===== src/rtl/lifo_pkg.sv =====
// Shared types and constants for the LIFO pop-burst streamer.
package lifo_pkg;

  localparam int unsigned BUF_DEPTH = 2;
  localparam int unsigned OCC_W     = $clog2(BUF_DEPTH + 1);

  typedef enum logic [1:0] {
    ST_IDLE  = 2'd0,
    ST_POP   = 2'd1,
    ST_DRAIN = 2'd2
  } lifo_state_e;

endpackage


===== src/rtl/lifo_out_buf.sv =====
// Two-entry valid/ready skid buffer; the head entry drives the outputs directly
// so data is registered and holds steady while the consumer stalls.
module lifo_out_buf
  import lifo_pkg::*;
#(
  parameter int unsigned WIDTH = 9
) (
  input  logic             clk_i,
  input  logic             srst_i,
  input  logic             in_valid,
  input  logic [WIDTH-1:0] in_data,
  output logic             out_valid,
  output logic [WIDTH-1:0] out_data,
  input  logic             out_ready,
  output logic [OCC_W-1:0] occupancy
);

  logic [WIDTH-1:0] head_q;
  logic [WIDTH-1:0] skid_q;
  logic             head_v_q;
  logic             skid_v_q;
  logic             out_pop;

  assign out_pop   = head_v_q && out_ready;
  assign out_valid = head_v_q;
  assign out_data  = head_q;
  assign occupancy = OCC_W'(head_v_q) + OCC_W'(skid_v_q);

  // Head refills from the skid entry first, preserving arrival order.
  always_ff @(posedge clk_i or posedge srst_i) begin
    if (srst_i) begin
      head_q   <= '0;
      skid_q   <= '0;
      head_v_q <= 1'b0;
      skid_v_q <= 1'b0;
    end else if (!head_v_q || out_pop) begin
      if (skid_v_q) begin
        head_q   <= skid_q;
        head_v_q <= 1'b1;
        skid_v_q <= in_valid;
        if (in_valid) skid_q <= in_data;
      end else begin
        head_v_q <= in_valid;
        if (in_valid) head_q <= in_data;
      end
    end else if (in_valid) begin
      skid_q   <= in_data;
      skid_v_q <= 1'b1;
    end
  end

endmodule


===== src/rtl/lifo_pop_streamer.sv =====
// Pops a burst of words from a LIFO (1-cycle read latency) and streams them
// out over valid/ready with a last marker; bursts are truncated to the fill level.
module lifo_pop_streamer
  import lifo_pkg::*;
#(
  parameter int unsigned DWIDTH = 8,
  parameter int unsigned AWIDTH = 4
) (
  input  logic              clk_i,
  input  logic              srst_i,
  input  logic              cmd_valid_i,
  input  logic [AWIDTH:0]   cmd_len_i,
  output logic              cmd_ready_o,
  output logic              lifo_rdreq_o,
  input  logic [DWIDTH-1:0] lifo_q_i,
  input  logic              lifo_empty_i,
  input  logic [AWIDTH:0]   lifo_usedw_i,
  output logic [DWIDTH-1:0] src_data_o,
  output logic              src_valid_o,
  output logic              src_last_o,
  input  logic              src_ready_i,
  output logic              busy_o,
  output logic              err_short_o
);

  localparam int unsigned LW = AWIDTH + 1;
  localparam int unsigned CW = OCC_W + 1;

  lifo_state_e      state_q, state_d;
  logic [LW-1:0]    remaining_q, remaining_d;
  logic             cmd_ready_q;
  logic             busy_q;
  logic             err_short_q, err_short_d;
  logic             rd_pend_q;
  logic             rd_last_q;
  logic             rdreq_c;

  logic             cmd_accept;
  logic [LW-1:0]    eff_len;
  logic             ds_pop;
  logic [OCC_W-1:0] buf_occ;
  logic [CW-1:0]    inflight;
  logic [CW-1:0]    slot_limit;

  assign cmd_accept = cmd_valid_i && cmd_ready_q;
  assign eff_len    = (cmd_len_i < lifo_usedw_i) ? cmd_len_i : lifo_usedw_i;
  assign ds_pop     = src_valid_o && src_ready_i;
  // Words held plus the read in flight must leave room once this cycle's pop frees a slot.
  assign inflight   = CW'(buf_occ) + CW'(rd_pend_q);
  assign slot_limit = CW'(BUF_DEPTH) + CW'(ds_pop);

  always_comb begin
    state_d     = state_q;
    remaining_d = remaining_q;
    err_short_d = 1'b0;
    rdreq_c     = 1'b0;
    case (state_q)
      ST_IDLE: begin
        if (cmd_accept) begin
          err_short_d = eff_len < cmd_len_i;
          if (eff_len != '0) begin
            remaining_d = eff_len;
            state_d     = ST_POP;
          end
        end
      end
      ST_POP: begin
        rdreq_c = (remaining_q != '0) && !lifo_empty_i && (inflight < slot_limit);
        if (rdreq_c) begin
          remaining_d = remaining_q - LW'(1);
          if (remaining_q == LW'(1)) state_d = ST_DRAIN;
        end
      end
      ST_DRAIN: begin
        if (ds_pop && src_last_o) state_d = ST_IDLE;
      end
      default: state_d = ST_IDLE;
    endcase
  end

  always_ff @(posedge clk_i or posedge srst_i) begin
    if (srst_i) state_q <= ST_IDLE;
    else        state_q <= state_d;
  end

  always_ff @(posedge clk_i or posedge srst_i) begin
    if (srst_i) begin
      remaining_q <= '0;
      cmd_ready_q <= 1'b0;
      busy_q      <= 1'b0;
      err_short_q <= 1'b0;
      rd_pend_q   <= 1'b0;
      rd_last_q   <= 1'b0;
    end else begin
      remaining_q <= remaining_d;
      cmd_ready_q <= state_d == ST_IDLE;
      busy_q      <= state_d != ST_IDLE;
      err_short_q <= err_short_d;
      rd_pend_q   <= rdreq_c;
      rd_last_q   <= rdreq_c && (remaining_q == LW'(1));
    end
  end

  assign cmd_ready_o  = cmd_ready_q;
  assign busy_o       = busy_q;
  assign err_short_o  = err_short_q;
  assign lifo_rdreq_o = rdreq_c;

  lifo_out_buf #(
    .WIDTH(DWIDTH + 1)
  ) u_out_buf (
    .clk_i    (clk_i),
    .srst_i   (srst_i),
    .in_valid (rd_pend_q),
    .in_data  ({rd_last_q, lifo_q_i}),
    .out_valid(src_valid_o),
    .out_data ({src_last_o, src_data_o}),
    .out_ready(src_ready_i),
    .occupancy(buf_occ)
  );

endmodule


===== config.mk =====
export PLATFORM = sky130hd
export DESIGN_NAME = lifo_pop_streamer
export DESIGN_NICKNAME = d
export VERILOG_FILES = /design/src/rtl/lifo_pkg.sv /design/src/rtl/lifo_out_buf.sv /design/src/rtl/lifo_pop_streamer.sv
export SDC_FILE = /design/constraint.sdc
export NUM_CORES = 1
export LEC_CHECK = 0
export CELL_PAD_IN_SITES_DETAIL_PLACEMENT = 0
export CELL_PAD_IN_SITES_GLOBAL_PLACEMENT = 1
export CORE_MARGIN = 1.5
export CORE_UTILIZATION = 35
export DETAILED_ROUTE_END_ITERATION = 6
export PLACE_DENSITY = 0.74
export SLEW_MARGIN = 25
export SYNTH_ARGS = -nofsm -noshare
export SYNTH_HDL_FRONTEND = slang
export SYNTH_SLANG_ARGS = --single-unit

===== constraint.sdc =====
create_clock -name clk_i -period 4.8 [get_ports clk_i]
set_clock_uncertainty 0.1 [all_clocks]
set_input_delay 1.44 -clock clk_i [delete_from_list [all_inputs] [get_ports clk_i]]
set_output_delay 1.44 -clock clk_i [all_outputs]
set_load 0.05 [all_outputs]

; ---- After elaboration in Yosys (flattened, before gate mapping)
; Index checks and enable logic that the tools add are counted.
[op_classes]
shifts = 0
n_mul = 0
eq_ne = 7
n_div = 0
order_cmp = 3
n_reduce_logical = 19
addsub = 4
n_bitwise = 0
n_mux = 23
[ops]
columns = op, count
row1 = 9-bit two-way mux, 5
row2 = 5-bit two-way mux, 4
row3 = 5-bit < comparator, 2
row4 = 2-bit two-way mux, 5
row5 = 5-bit one-hot mux with 2 select lines, 1
row6 = 5-bit nonzero test, 2
row7 = 2-bit nonzero test, 4
row8 = 1-bit two-way mux, 7
row9 = 1-bit logical AND, 6
row10 = "2-bit != test, second input constant", 3
row11 = 2-bit one-hot mux with 3 select lines, 1
row12 = "5-bit by 1-bit equality test with 1-bit output, second input constant", 1
row13 = "5-bit by 1-bit subtractor with 5-bit output, second input constant", 1
row14 = 2-bit logical NOT, 2
row15 = 4-bit AND reduction, 1
row16 = 2-bit by 1-bit adder with 3-bit output, 1
row17 = "2-bit by 1-bit adder with 3-bit output, first input constant", 1
row18 = 3-bit < comparator, 1
row19 = 1-bit by 1-bit adder with 2-bit output, 1
row20 = "2-bit by 1-bit equality test with 1-bit output, second input constant", 1
row21 = "2-bit equality test, second input constant", 1
row22 = 1-bit logical NOT, 2
row23 = "2-bit by 1-bit != test with 1-bit output, second input constant", 1
row24 = 2-bit AND reduction, 1
row25 = 1-bit logical OR, 1
[totals]
out_inout_bits = 14
rom_bits = 0
wordCells = 67
ramBits = 0
in_bits = 23
n_memories = 0
latchBits = 0
register_bits = 32

; ---- Longest topological paths before layout
; Gate-level depths: netlist of the first run.
[depth]
word_depth = 7
depth_mapped = 13
mapped_depth_nobuf = 12

; ---- By module
; Synthesis of the first run repeated with hierarchy kept, for this count alone.
[hier_totals]
hier_cells = 185
hier_area_um2 = 2150.8
[by_module_without_submodules]
columns = module, area_each_um2, seq_area_each_um2, instances, cells_each
row1 = lifo_pop_streamer, 1178.6, 300.3, 1, 129
row2 = lifo_out_buf, 972.2, 500.5, 1, 56

; ---- Worst setup path before layout of the first run
; OpenSTA, ideal clock, no wires.
[synth_timing]
path_kind = input-to-output
startpoint = input src_ready_i
endpoint = output lifo_rdreq_o
required_ns = 3.260
arrival_time_ns = 2.245
setup_slack_ns = 1.015
cell_stages = 4
n_path_buf = 1
cell_sequence = nand3b_1 a21oi_1 and3_1 buf_2
[synth_between]
elab_chain_cells = 5
[synth_rtl]
columns = item, line_no
row1 = start: declaration, lifo_pop_streamer.sv:21  ; input logic src_ready_i,
row2 = 1-bit logical AND, lifo_pop_streamer.sv:47  ; assign ds_pop = src_valid_o && src_ready_i;
row3 = 2-bit by 1-bit adder with 3-bit output, lifo_pop_streamer.sv:50  ; assign slot_limit = CW'(BUF_DEPTH) + CW'(ds_pop);
row4 = 3-bit < comparator, lifo_pop_streamer.sv:68  ; rdreq_c = (remaining_q != '0) && !lifo_empty_i && (inflight < slot_limit);
row5 = 1-bit logical AND, lifo_pop_streamer.sv:68
row6 = 1-bit two-way mux, lifo_pop_streamer.sv:57  ; case (state_q)
row7 = end: declaration, lifo_pop_streamer.sv:14  ; output logic lifo_rdreq_o,
; Every way passes these cells.

; ---- Worst setup path in the final report of the first run
; Same ends and word-level chain as after synthesis.

==> flow_summary.json, run 1 <==
{
  "status": "finished clean",
  "final_hold_viol_count": 0,
  "postPlaceCellArea_um2": 2300,
  "worstReg2RegStart": "u_out_buf.skid_v_q",
  "synthCells": 171,
  "fraction_of_synthesis_flops_using_an_asynchronous_set_or_reset_pin_pct": 100,
  "hpwl_after_detailed_placement_mm": 2.72,
  "route.antenna.remaining_nets": 0,
  "wl_met2_mm": 1.66,
  "via_per_inst": 4.85,
  "route.detailed.drc": 0,
  "worst-path-max-fanout": 3,
  "core_um2": 5070,
  "grt_usage_pct": 13.9,
  "floorplan.initialDensity_pct": 36.3,
  "setup_viol_count_final": 0,
  "finalInstanceArea_um2": 2410,
  "synth_area_leaders": "sky130_fd_sc_hd__dfrtp_1, sky130_fd_sc_hd__ha_1, sky130_fd_sc_hd__mux2i_1",
  "clock.fmax_mhz": 237,
  "worst-r2r-setup-slack_ns": 2.15,
  "number_of_max_slew_violations_in_the_final_report": 0,
  "instances_no_fill": 285,
  "largest_net_degree_at_the_start_of_global_routing": 33,
  "postSynthRegisterBits": 32,
  "clk_root_buffer_cell": "sky130_fd_sc_hd__clkbuf_8",
  "clock_tree.htree_level_count": 2,
  "worstPathRequired_ns": 3.26,
  "synthesis.area_per_instance_um2": 10.8,
  "top_level_ports": 37,
  "largest_voltage_drop_on_the_vdd_net_uv": 213,
  "timing.final.crit_share_pct": 87.7,
  "commonest_cells_after_routing_fill_and_taps_aside": "sky130_fd_sc_hd__clkdlybuf4s50_1, sky130_fd_sc_hd__dfrtp_1, sky130_fd_sc_hd__inv_1",
  "avgRoutedWirePerCell_um": 12.7,
  "via_count_of_the_first_global_routing_pass": 1338,
  "worstSetupEndpointType": "output pin",
  "buffer_ports.inserted": 36,
  "placementRows": 26,
  "worst_setup_hold_path_clk_slew_ns": 0.07,
  "largest_area_contributor_in_the_synthesized_netlist": "sky130_fd_sc_hd__dfrtp_1",
  "synth.cell_area_um2": 1840,
  "yosys.area.top_type_share_pct": 43.5,
  "route.vias.total": 1382,
  "synthFlopType": "sky130_fd_sc_hd__dfrtp_1",
  "drt-pass1-iter-count": 4,
  "worstSkewPairLatency_ns": 0.28,
  "placedCellCount": 277,
  "finalWeightedCongestion": 0.771,
  "post-cts-setup-buffer-count": 0,
  "startpoint_of_the_most_critical_hold_path": "rd_last_q",
  "portion_of_the_post_synthesis_area_used_by_sequential_elements_pct": 43.5,
  "final_layout_size_suffix_gt1_share_pct": 14.4,
  "crit_path_start_kind": "primary input",
  "p_leak_uw": 0.00105,
  "drt_wirelength_mm": 3.61,
  "path_type_of_the_worst_setup_path": "primary input to output pin",
  "layout_commonest_cell": "sky130_fd_sc_hd__clkdlybuf4s50_1",
  "synth.net_count": 205,
  "initial_drc_count": 53,
  "hold_path_end": "u_out_buf.skid_q[8]",
  "area_growth_syn_to_layout_pct": 30.9,
  "full_die_area_um2": 5700,
  "cts_tree": "built",
  "timing.max_slew.rel_slack_pct": 54.9,
  "ys_warn_count": 0,
  "cts_resized": 0,
  "worst-endpoint-arrival_ns": 2.67,
  "globalRoute.totalOverflow": 0,
  "tritoncts.num_buffers": 5,
  "timing.setup.tns_ns": 0,
  "tightest_pin_transition_ns": 0.677,
  "die_h_um": 75.5,
  "die-width_um": 75.5,
  "synth_cell_type_count": 46,
  "holdPathStages": 1,
  "rsz_0062_raised_after_global_routing": "false",
  "drv_cap": 0,
  "dr.max_layer_used": "met4",
  "ff2ff_path_depth": 7,
  "grt_pass1_wl_mm": 6.00,
  "grt_antenna_before_repair": 0,
  "regToRegEndpoint": "remaining_q[4]",
  "finalNetCount": 248,
  "layout_min_cycle_time_ns": 4.21,
  "cts_num_sinks": 32,
  "route.layer.met1.wl_mm": 1.76,
  "postCtsHoldBufs": 0,
  "post_synth_edffs": 0,
  "met3WireLength_um": 129,
  "power_density_normalized_to_cell_area_nw_per_um2": 620,
  "total_power_uw": 1490,
  "ctsLongestPathBuffers": 2,
  "diodes_inserted": 0,
  "min-delay-path-class": "flop to flop"
}
critical path, cell delays in order:
cell and delay, ns:
sky130_fd_sc_hd__clkdlybuf4s50_1 0.50, sky130_fd_sc_hd__nand3b_1 0.08, sky130_fd_sc_hd__a21oi_1 0.20, sky130_fd_sc_hd__and3_1 0.28, sky130_fd_sc_hd__buf_12 0.16
worst max path at each step:
stage,from,cells after the start,endpoint
5_1_grt,src_ready_i,5,lifo_rdreq_o
6_report,src_ready_i,5,lifo_rdreq_o
3_5_place_dp,lifo_usedw_i[2],12,err_short_o
3_3_place_gp,src_ready_i,5,lifo_rdreq_o
2_1_floorplan,src_ready_i,4,lifo_rdreq_o
4_1_cts,src_ready_i,5,lifo_rdreq_o
metal layers:
layer  vias up  track usage, %
met5         -               0
met4         0            4.76
met3         4            3.57
met2        28            21.8
met1       656            18.7
li1        694               -
layout make-up:
| class | instances | area, um^2 |
|---|---|---|
| Tap cell | 70 | 87.6 |
| Fill cell | 504 | 2670 |
| Multi-Input combinational cell | 118 | 945 |
| Clock inverter | 2 | 35.0 |
| Clock buffer | 6 | 72.6 |
| Inverter | 16 | 60.1 |
| Sequential cell | 32 | 801 |
| Timing Repair Buffer | 41 | 408 |
kinds of logic (layout without fill, tap and decap cells):
| family | count (synthesis) | in the layout | synth area share (%) |
|---|---|---|---|
| AO/OA/AOI/OAI | 41 | 41 | 17.7 |
| adder cells (fa/ha/maj) | 12 | 12 | 8.43 |
| AND/OR/NAND/NOR | 45 | 45 | 13.4 |
| multiplexers | 20 | 20 | 11.8 |
| flip-flops | 32 | 32 | 43.5 |
| buffers and inverters | 21 | 65 | 5.17 |
state kept, by name, summed over array words and instances (netlist names):
| name | cells |
|---|---|
| busy_o | 1 |
| u_out_buf.out_valid | 1 |
| u_out_buf.skid_q | 9 |
| err_short_o | 1 |
| u_out_buf.skid_v_q | 1 |
| state_q | 2 |
| rd_pend_q | 1 |
| u_out_buf.out_data | 9 |
| cmd_ready_o | 1 |
| rd_last_q | 1 |
| remaining_q | 5 |
Yosys cell counts, types with 2 or more instances:
master,instances
sky130_fd_sc_hd__o22ai_1,2
sky130_fd_sc_hd__o21ai_2,3
sky130_fd_sc_hd__buf_6,2
sky130_fd_sc_hd__o21ai_0,2
sky130_fd_sc_hd__a221oi_2,3
sky130_fd_sc_hd__nor3_2,3
sky130_fd_sc_hd__nor4_1,2
sky130_fd_sc_hd__nand3_1,6
sky130_fd_sc_hd__nand3b_1,2
sky130_fd_sc_hd__nor3_1,2
sky130_fd_sc_hd__dfrtp_1,32
sky130_fd_sc_hd__nor2_1,14
sky130_fd_sc_hd__a21oi_1,14
sky130_fd_sc_hd__mux2i_1,10
sky130_fd_sc_hd__ha_1,10
sky130_fd_sc_hd__o21a_1,5
sky130_fd_sc_hd__nand2b_1,2
sky130_fd_sc_hd__mux2_2,2
sky130_fd_sc_hd__mux2_1,7
sky130_fd_sc_hd__nand2_1,7
sky130_fd_sc_hd__a21o_1,2
sky130_fd_sc_hd__inv_1,15
power breakdown:
group / switching [uW] / total, uW / internal, uW
Combinational: 436 / 750 / 315
Sequential: 101 / 493 / 392
Clock: 97.3 / 251 / 154
Total: 634 / 1490 / 861
metrics by stage:
step	hold slack [ns]	utilization (%)	worst slack, ns
after floorplan	0.349	-	1.01
after CTS	0.397	47.5	0.568
final	0.387	47.5	0.589
after global routing	0.417	47.5	0.527
after global placement	0.367	45.3	0.575
after detailed placement	0.381	45.3	0.561
Note: power is estimated with default switching activity, not from simulation.
==> inputs of run 2 (changes only) <==
--- a/config.mk
+++ b/config.mk
@@ -10,6 +10,7 @@
 export CORE_MARGIN = 1.5
 export CORE_UTILIZATION = 35
 export DETAILED_ROUTE_END_ITERATION = 6
+export HOLD_SLACK_MARGIN = 0.08
 export PLACE_DENSITY = 0.74
 export SLEW_MARGIN = 25
 export SYNTH_ARGS = -nofsm -noshare
==> results of run 2 <==
The final DEF is identical to that of run 1; final timing and power are the same.
